===== src/rtl/operand_stage.sv =====
// Decode-to-execute operand stage: register file, operand forwarding,
// immediate select and the ID/EX pipeline register feeding the ALU.
module operand_stage #(
    parameter int unsigned DATA_W  = 16,
    parameter int unsigned REG_CNT = 8,
    parameter int unsigned ADDR_W  = 3
) (
    input  logic              clk,
    input  logic              rst,
    input  logic              in_valid,
    input  logic [ADDR_W-1:0] rs1,
    input  logic [ADDR_W-1:0] rs2,
    input  logic [ADDR_W-1:0] rd_in,
    input  logic [DATA_W-1:0] imm,
    input  logic              use_imm,
    input  logic [3:0]        alu_op_in,
    input  logic              reg_we_in,
    input  logic              stall,
    input  logic              flush,
    input  logic              fwd_ex_en,
    input  logic [ADDR_W-1:0] fwd_ex_addr,
    input  logic [DATA_W-1:0] fwd_ex_data,
    input  logic              wb_en,
    input  logic [ADDR_W-1:0] wb_addr,
    input  logic [DATA_W-1:0] wb_data,
    output logic [DATA_W-1:0] a_out,
    output logic [DATA_W-1:0] b_out,
    output logic [3:0]        alu_op_out,
    output logic [ADDR_W-1:0] rd_out,
    output logic              reg_we_out,
    output logic              ex_valid
);

    logic [DATA_W-1:0] regs_q [REG_CNT];
    logic [DATA_W-1:0] regs_d [REG_CNT];

    logic [DATA_W-1:0] op_a_c;
    logic [DATA_W-1:0] op_b_c;
    logic [DATA_W-1:0] rs2_val_c;

    logic [DATA_W-1:0] a_q,      a_d;
    logic [DATA_W-1:0] b_q,      b_d;
    logic [3:0]        alu_op_q, alu_op_d;
    logic [ADDR_W-1:0] rd_q,     rd_d;
    logic              reg_we_q, reg_we_d;
    logic              valid_q,  valid_d;

    // Source resolution: zero register, then EX forward, then WB bypass, then file.
    function automatic logic [DATA_W-1:0] resolve(
        input logic [ADDR_W-1:0] rs,
        input logic [DATA_W-1:0] rf_val,
        input logic              ex_en,
        input logic [ADDR_W-1:0] ex_addr,
        input logic [DATA_W-1:0] ex_data,
        input logic              w_en,
        input logic [ADDR_W-1:0] w_addr,
        input logic [DATA_W-1:0] w_data
    );
        logic [DATA_W-1:0] val;
        if (rs == '0) begin
            val = '0;
        end else if (ex_en && (ex_addr == rs)) begin
            val = ex_data;
        end else if (w_en && (w_addr == rs)) begin
            val = w_data;
        end else begin
            val = rf_val;
        end
        return val;
    endfunction

    // Register file next state; R0 is pinned to zero.
    always_comb begin
        regs_d = regs_q;
        if (wb_en && (wb_addr != '0)) begin
            regs_d[wb_addr] = wb_data;
        end
        regs_d[0] = '0;
    end

    // Register file storage; writeback proceeds regardless of stall/flush.
    always_ff @(posedge clk) begin
        if (rst) begin
            regs_q <= '{default: '0};
        end else begin
            regs_q <= regs_d;
        end
    end

    // Operand A/B selection with forwarding and immediate mux.
    always_comb begin
        op_a_c    = resolve(rs1, regs_q[rs1], fwd_ex_en, fwd_ex_addr, fwd_ex_data,
                            wb_en, wb_addr, wb_data);
        rs2_val_c = resolve(rs2, regs_q[rs2], fwd_ex_en, fwd_ex_addr, fwd_ex_data,
                            wb_en, wb_addr, wb_data);
        op_b_c    = use_imm ? imm : rs2_val_c;
    end

    // ID/EX next state: flush clears, stall holds, otherwise load.
    always_comb begin
        a_d      = a_q;
        b_d      = b_q;
        alu_op_d = alu_op_q;
        rd_d     = rd_q;
        reg_we_d = reg_we_q;
        valid_d  = valid_q;
        if (flush) begin
            a_d      = '0;
            b_d      = '0;
            alu_op_d = '0;
            rd_d     = '0;
            reg_we_d = 1'b0;
            valid_d  = 1'b0;
        end else if (!stall) begin
            a_d      = op_a_c;
            b_d      = op_b_c;
            alu_op_d = alu_op_in;
            rd_d     = rd_in;
            reg_we_d = in_valid & reg_we_in;
            valid_d  = in_valid;
        end
    end

    // ID/EX pipeline register.
    always_ff @(posedge clk) begin
        if (rst) begin
            a_q      <= '0;
            b_q      <= '0;
            alu_op_q <= '0;
            rd_q     <= '0;
            reg_we_q <= 1'b0;
            valid_q  <= 1'b0;
        end else begin
            a_q      <= a_d;
            b_q      <= b_d;
            alu_op_q <= alu_op_d;
            rd_q     <= rd_d;
            reg_we_q <= reg_we_d;
            valid_q  <= valid_d;
        end
    end

    assign a_out      = a_q;
    assign b_out      = b_q;
    assign alu_op_out = alu_op_q;
    assign rd_out     = rd_q;
    assign reg_we_out = reg_we_q;
    assign ex_valid   = valid_q;

endmodule


===== config.mk =====
export PLATFORM = sky130hd
export DESIGN_NAME = operand_stage
export DESIGN_NICKNAME = d
export VERILOG_FILES = /design/src/rtl/operand_stage.sv
export SDC_FILE = /design/constraint.sdc
export NUM_CORES = 1
export LEC_CHECK = 0
export ABC_AREA = 0
export BUFFER_PORTS_ARGS = -buffer_cell sky130_fd_sc_hd__buf_4
export CAP_MARGIN = 20
export CORE_MARGIN = 8
export CORE_UTILIZATION = 58
export DETAILED_ROUTE_END_ITERATION = 8
export GPL_ROUTABILITY_DRIVEN = 0
export PLACE_DENSITY = 0.84
export SKIP_CTS_REPAIR_TIMING = 1
export SLEW_MARGIN = 20
export SYNTH_ARGS = -nofsm -noshare
export SYNTH_HDL_FRONTEND = slang
export SYNTH_SLANG_ARGS = --single-unit
export TNS_END_PERCENT = 10

===== constraint.sdc =====
create_clock -name clk -period 2 [get_ports clk]
set_clock_uncertainty 0.15 [all_clocks]
set_input_delay 0.1 -clock clk [delete_from_list [all_inputs] [get_ports clk]]
set_output_delay 0.1 -clock clk [all_outputs]
set_load 0.005 [all_outputs]

==> Yosys cells after proc, flatten, opt, wreduce, memory -nomap -nowiden <==
Index checks and enable logic that the tools add are counted.
W data, S select, Z words.
{ "totals": {"wordCells": 52, "out_inout_bits": 41, "regBits": 169} }
{ "classes": {"eq_ne": 4, "n_reduce_logical": 10, "mux": 16, "magnitude_cmp": 4, "bitwise": 4} }
{ "ops": {"columns": ["cell", "count"], "rows": [
  ["$mux W16", 12],
  ["$bwmux W128", 1],
  ["$bmux W16 S3", 2],
  ["$demux W16 S3", 1],
  ["$eq A3 B3 Y1", 4],
  ["$ge A4 B4 Y1 const B", 3],
  ["$not A3 Y4", 3],
  ["$logic_and A1 B1 Y1", 6],
  ["$logic_not A3 Y1", 2],
  ["$lt A4 B1 Y1 const B", 1],
  ["$reduce_bool A3 Y1", 1],
  ["$reduce_or A2 Y1", 1],
  ["$and A1 B1 Y1", 1]
]} }

==> Depth between registers and ports, before layout <==
Gate-level depths: netlist of run 1.
{ "logic_depth": {"depth_word": 8, "depth_mapped": 7} }

==> Least setup slack after synthesis of run 1 <==
OpenSTA, ideal clock, no wires.
{ "synth_path": {"path_kind": "input port to flip-flop", "start": "in rs2[0]", "end": "reg b_q[10] (netlist: b_out[10])", "setup_ns": 0.156, "setup_slack_ns": 0.449, "t_required_ns": 1.694, "arrival_time_ns": 1.245, "stages": 6, "cell_sequence": "buf_2 -> nor4_2 -> buf_2 -> o31ai_1 -> o211ai_1 -> a41oi_1"} }
{ "synth_between": {"elab_chain_len": 8, "elab_cells_between_ends": 13, "cone_classes": "eq/ne (2); mux (7); bitwise (1); reduce/logical (3)"} }
{ "synth_rtl": {"columns": ["item", "line_no", "rtl"], "rows": [
  ["from (decl)", "12", "input logic [ADDR_W-1:0] rs2,"],
  ["$not A3 Y4 (not written as such)", "94", "rs2_val_c = resolve(rs2, regs_q[rs2], fwd_ex_en, fwd_ex_addr, fwd_ex_data,"],
  ["$bmux W16 S3", "94", null],
  ["$mux W16 (not written as such) (2 in series)", "94", null],
  ["$mux W16", "64", "end else if (w_en && (w_addr == rs)) begin"],
  ["$mux W16", "62", "end else if (ex_en && (ex_addr == rs)) begin"],
  ["$mux W16 *", "60", "if (rs == '0) begin"],
  ["$mux W16 *", "96", "op_b_c = use_imm ? imm : rs2_val_c;"],
  ["to (signal assigned)", "128", "b_q <= '0;"],
  ["to (signal assigned)", "135", "b_q <= b_d;"],
  ["to (decl)", "42", "logic [DATA_W-1:0] b_q, b_d;"]
]} }
Every way passes the cells marked *; elsewhere a longest branch is shown, timed or not. The select of a mux whose other input is x is not followed.
A chain may end at the register's enable or synchronous reset.

==> Worst setup path after layout of run 1 <==
{ "layout_path": {"start": "in rs2[1]", "end": "reg b_q[13] (netlist: b_out[13])"} }
Same word-level chain as after synthesis.

==> metrics.yaml, run 1 <==
status: "complete, but fails checks"
violations: "negative hold slack"
synthesis.nets: 1164
core_area_um2: 14500
firstDrtPassIters: 6
via_per_inst: 6.38
hold_path.class: "in -> reg"
ys_warn_count: 0
drtAntennaViolNets: 0
grt_max_degree: 114
relSlewSlack_pct: 52.1
p_leak_uw: 0.00399
yosysSeqAreaShare_pct: 35.8
pwr_density_cell_nw_per_um2: 724
cts_max_level: 4
clk_pin_slew_ns: 0.06
maxCapViolCount: 0
synthAdderAreaFrac_pct: 0
placed_cell_area_um2: 9420
wl_per_cell_um: 19.4
fmax_ghz: 0.517
finalWirelength_um: 27100
setup_ws_ns: 0.0644
path_buf_inv: 4
synth.area.mux_share_pct: 12.4
route.detailed.drc: 0
post_route_cells_drive_above_1_share_pct: 17.2
grt_usage_pct: 26.9
synth_ff_type: "dfxtp_1"
synthArstFlopShare_pct: 0
fin_hold_ws_ns: -0.0275
cts_buffers: 17
worstSetupStartpointType: "input port"
ioPinCount: 117
n_antenna_cell: 0
synth-edff-count: 0
setup_viol: 0
die_area_um2: 18900
grt_pass1_wl_um: 40600
dieHeight_um: 137
ys_types: 40
drt_iter0_drc: 956
ir_worst_vdd_v: 0.000648
crit_path_end_kind: "flop"
antenna_found_initial: 1
avgSynthCellArea_um2: 7.86
multi_input_area_um2: 4930
cts_tree: "yes"
port_buffers: 116
period_share_pct: 96.8
area_growth_pct: 23.2
fin_util_pct: 72.7
synth_xor_xnor_area_share_pct: 1.23
dp.final_hpwl_um: 18100
dpl_worst_slack_ns: 0.243
vias: 8879
register_area_um2: 3060
fillCellCount: 1038
finalInstanceArea_um2: 10500
synth_compound_area_share_pct: 24.3
min_period_ns: 1.94
arrival_ns: 2.16
critPathSlowestCell: "dlygate4sd3_1"
slowest_delay_ns: 0.55
finalHoldViolCount: 10
crit_family: "buffers and inverters"
syn-cell-area_um2: 8550
crit_top_cell: "buf_4"
synth_top_family_by_area: "compound AO/OA/AOI/OAI gates"
fp-row-count: 44
synth-simple-area-share_pct: 19.8
slew_viol_final: 0
cts_root_buf: "clkbuf_16"
path_cells: "buf_4 -> buf_4 -> buf_4 -> mux2i_1 -> a22oi_1 -> nand3_1 -> a31oi_1 -> dlygate4sd3_1"
ys_seq_elements: 153
tightest_slew_ns: 0.717
worstSkewPairLatency_ns: 0.42
synthCells: 1088
cts.sinks: 153
crit_fanout: 22
clockBufferDepth: 2
final_nets: 1271
worstPathRequired_ns: 2.22
grt.overflow.total: 0
die_w_um: 137
critPathKind: "in -> reg"
initial_core_util_pct: 59.1
grt_pass1_vias: 7791
fin_tns_setup_ns: 0
## worst min-delay path, cell delays in order
cell      delay, ns
buf_4          0.08
o311ai_0       0.14
a211oi_1       0.17
## state kept, by name (all words and copies together) (netlist names)
| signal | count |
|---|---|
| reg_we_out | 1 |
| b_out | 16 |
| rd_out | 3 |
| regs_q | 112 |
| ex_valid | 1 |
| alu_op_out | 4 |
| a_out | 16 |
## through the flow
stage | std cells | power [uW]
final | 1392 | 7620
after global routing | 1392 | 7820
after CTS | 1341 | 7510
after detailed placement | 1309 | 4280
after global placement | 1309 | 4260
after floorplan | 1088 | 3920
## layout make-up
cell class / count / area share (%)
clock buffers: 24 / 4.57
multi-input cells: 819 / 46.9
repair buffers: 203 / 16.2
well taps: 184 / 2.19
clock inverters: 8 / 1.12
flip-flops and latches: 153 / 29.1
inverters: 1 / 0.0356
## cells by family (layout without fill, tap and decap cells)
logic type / after synthesis / count (layout)
and+or+nand+nor: 389 / 389
AOI/OAI and AO/OA: 315 / 315
DFF: 153 / 153
buffers and inverters: 116 / 236
muxes: 103 / 103
xor gates and xnor gates: 12 / 12
## power breakdown
part           internal (uW)  switching, uW  leakage (uW)  total (uW)
Combinational            513            635       0.00246        1150
Clock                   2050           1230      0.000294        3290
Sequential              3120           62.6       0.00124        3190
Total                   5690           1930       0.00399        7620
## layer usage
layer	vias up	GRT usage (%)	part of all wire, %
li1	4088	-	-
met5	-	0	0.044
met4	2	9.29	1.7
met3	63	6.38	12
met2	590	42.3	46
met1	4136	35.4	40
## synth_stat cells (all sizes together) (8+ instances only)
master	instances	area [um^2]
a21oi	160	801
buf	45	282
xnor2	12	105
mux2	25	282
o22ai	8	50.1
nor2	23	86.3
dfxtp	153	3060
a41oi	8	70.1
clkbuf	70	268
nand3	11	55.1
nand2	275	1030
or3	17	106
a221o	24	240
o211ai	22	165
a221oi	32	280
a211oi	9	67.6
a31oi	8	50.1
o31ai	16	120
nor2b	24	150
mux2i	78	781
a22oi	9	67.6
nand2b	19	119
a22o	16	140
## worst paths after layout
| kind | startpoint | end | slack, ns | cells after the start |
|---|---|---|---|---|
| max | rs2[1] | b_out[13] | 0.06 | 8 |
| min | fwd_ex_data[14] | b_out[14] | -0.03 | 3 |
| max reg2reg | regs_q[50] | b_out[2] | 0.08 | 5 |
| min reg2reg | regs_q[75] | regs_q[75] | 0.32 | 2 |
## cells in the final DEF (no fill, tap or decap), types with 11 or more instances in the layout
cell / instances
nand2_1: 275
a21oi_1: 160
dfxtp_1: 153
buf_4: 148
mux2i_1: 78
dlygate4sd3_1: 51
a221oi_1: 32
mux2_2: 25
nor2b_1: 24
a221o_1: 24
nor2_1: 23
o211ai_1: 22
nand2b_1: 19
or3_1: 17
clkbuf_16: 17
a22o_1: 16
o31ai_1: 16
xnor2_1: 12
nand3_1: 11
(Power assumes the default switching activity.)
==> inputs of run 2 (changes only) <==
--- a/config.mk
+++ b/config.mk
@@ -13,6 +13,7 @@
 export DETAILED_ROUTE_END_ITERATION = 8
 export GPL_ROUTABILITY_DRIVEN = 0
 export PLACE_DENSITY = 0.84
+export SETUP_SLACK_MARGIN = 0.4
 export SKIP_CTS_REPAIR_TIMING = 1
 export SLEW_MARGIN = 20
 export SYNTH_ARGS = -nofsm -noshare
==> metrics.yaml, run 2 (synthesis results as in run 1) <==
status: "complete, but fails checks"
violations: "negative hold slack"
post_route_cells_drive_above_1_share_pct: 17.2  # +0.029 points
firstDrtPassIters: 6  # unchanged
r2r_start: "regs_q[32]"
finalWirelength_um: 26900  # -0.46%
pwr-share-comb_pct: 15.1  # about the same
p_total_uw: 7610  # -0.16%
relSlewSlack_pct: 51.5  # -0.60 points
largest_reg_flops: 112  # unchanged
fmax_ghz: 0.627  # +21%
via_per_inst: 6.35  # -0.44%
grt_usage_pct: 26.9  # unchanged
setup_viol: 0  # unchanged
min_period_ns: 1.60  # -0.340 ns
crit_path_end_kind: "flop"
finalInstanceArea_um2: 10500  # -0.19%
rr_endpoint: "a_out[0]"
finalHoldViolCount: 7  # -3
die_w_um: 137  # unchanged
dieHeight_um: 137  # unchanged
clockBufferDepth: 2  # unchanged
cts_buffers: 17  # unchanged
p_int_uw: 5690  # about the same
rsz0062_at_grt: "no"
n_antenna_cell: 0  # unchanged
rr_worst_depth: 5  # unchanged
worstPathRequired_ns: 2.17  # -0.05 ns
fin_hold_ws_ns: -0.0293  # -0.00179 ns
dp.final_hpwl_um: 18100  # unchanged
clk_pin_slew_ns: 0.06  # about the same
cts.sinks: 153  # unchanged
maxCapViolCount: 0  # unchanged
arrival_ns: 1.77  # -0.39 ns
pwr-share-seq_pct: 41.9  # about the same
fin_tns_setup_ns: 0  # unchanged
initial_core_util_pct: 59.1  # unchanged
placed_cell_area_um2: 9420  # unchanged
ir_worst_vdd_v: 0.000655  # +1.0%
grt_max_degree: 114  # unchanged
p_sw_share_pct: 25.2  # -0.10 points
wl_per_cell_um: 19.4  # -0.32%
slew_viol_final: 0  # unchanged
antenna_found_initial: 1  # unchanged
cts_tree: "yes"
vias: 8827  # -0.59%
pwr-share-clk_pct: 43.1  # about the same
critPathKind: "reg -> reg"
hold_path.class: "in -> reg"
crit_fanout: 3  # -86%
endpoint: "a_out[0]"
route.detailed.drc: 0  # unchanged
fp-row-count: 44  # unchanged
worstSkewPairLatency_ns: 0.43  # about the same
area_growth_pct: 22.9
mostFrequentLayoutCells: "275 x nand2_1, 160 x a21oi_1, 153 x dfxtp_1, 148 x buf_4, 78 x mux2i_1"
switchingPower_uw: 1920  # -0.57%
final_nets: 1269  # -0.16%
tightest_slew_ns: 0.726  # +0.00904 ns
die_area_um2: 18900  # unchanged
drtAntennaViolNets: 0  # unchanged
fillCellCount: 1029  # -0.87%
ioPinCount: 117  # unchanged
final_common_cell: "nand2_1"
grt_pass1_vias: 7791  # unchanged
grt_pass1_wl_um: 40600  # unchanged
worstSetupStartpointType: "flop"
core_area_um2: 14500  # unchanged
crit_start: "regs_q[32]"
grt.overflow.total: 0  # unchanged
cts_max_level: 4  # unchanged
pwr_density_cell_nw_per_um2: 724  # about the same
period_share_pct: 79.8  # -17 points
r2r_slack_ns: 0.40  # +0.32 ns
cts_root_buf: "clkbuf_16"
p_leak_uw: 0.00397  # -0.63%
port_buffers: 116  # unchanged
drt_iter0_drc: 1046  # +9.4%
regMostFlops: "regs_q"
==> run 2: cell count changes in the layout (fill, tap and decap cells not counted), sizes merged <==
cell / previous run / this run
dlygate4sd3: 51 / 49
==> run 2: power groups by stage <==
stage / sequential (uW) / clock (uW) / combinational [uW]
2_1_floorplan: 3230 / 0 / 682
3_3_place_gp: 3240 / 0 / 1010
3_5_place_dp: 3250 / 0 / 1030
4_1_cts: 3180 / 3280 / 1040
5_1_grt: 3190 / 3400 / 1230
6_report: 3190 / 3280 / 1150
==> run 2: area by class of cell <==
cell class	instances	area (um^2)	share of cell area, %
clock buffer	24	482	4.58
timing repair buffer	201	1680	16.0
clock inverter	8	118	1.12
inverter	1	3.75	0.0357
multi-input combinational	819	4930	46.9
tap	184	230	2.19
sequential	153	3060	29.1
==> run 2: critical path: stages (launching register included) <==
cell and delay [ns]:
dfxtp_1 0.33, mux2_2 0.27, a221oi_1 0.29, a2111oi_0 0.12, buf_4 0.16, o21a_1 0.17
==> run 2: stage by stage <==
| step | std cells | setup slack [ns] | hold slack, ns | util (%) |
|---|---|---|---|---|
| global route | 1390 | 0.402 | -0.00256 | 72.6 |
| detailed placement | 1309 | 0.243 | 0.188 | 65.1 |
| CTS | 1341 | 0.434 | -0.254 | 69.2 |
| floorplan | 1088 | 0.449 | 0.0939 | - |
| global placement | 1309 | 0.263 | 0.180 | 65.1 |
| finish | 1390 | 0.405 | -0.0293 | 72.6 |
==> run 2: worst min-delay path by stage <==
stage | start | end | cells after the start
2_1_floorplan | alu_op_in[0] | alu_op_out[0] | 2
3_3_place_gp | reg_we_in | reg_we_out | 3
3_5_place_dp | rd_in[1] | rd_out[1] | 3
4_1_cts | rd_in[1] | rd_out[1] | 3
5_1_grt | fwd_ex_data[4] | a_out[4] | 4
6_report | fwd_ex_data[14] | b_out[14] | 3
==> run 2: metal layers <==
metal / up-vias / global-route usage [%] / wire length (um) / part of all wire, %
met5: - / 0 / 12 / 0.045
met2: 581 / 42.3 / 12300 / 46
met1: 4086 / 35.4 / 10900 / 41
met4: 2 / 9.29 / 558 / 2.1
met3: 73 / 6.38 / 3110 / 12
li1: 4085 / - / - / -
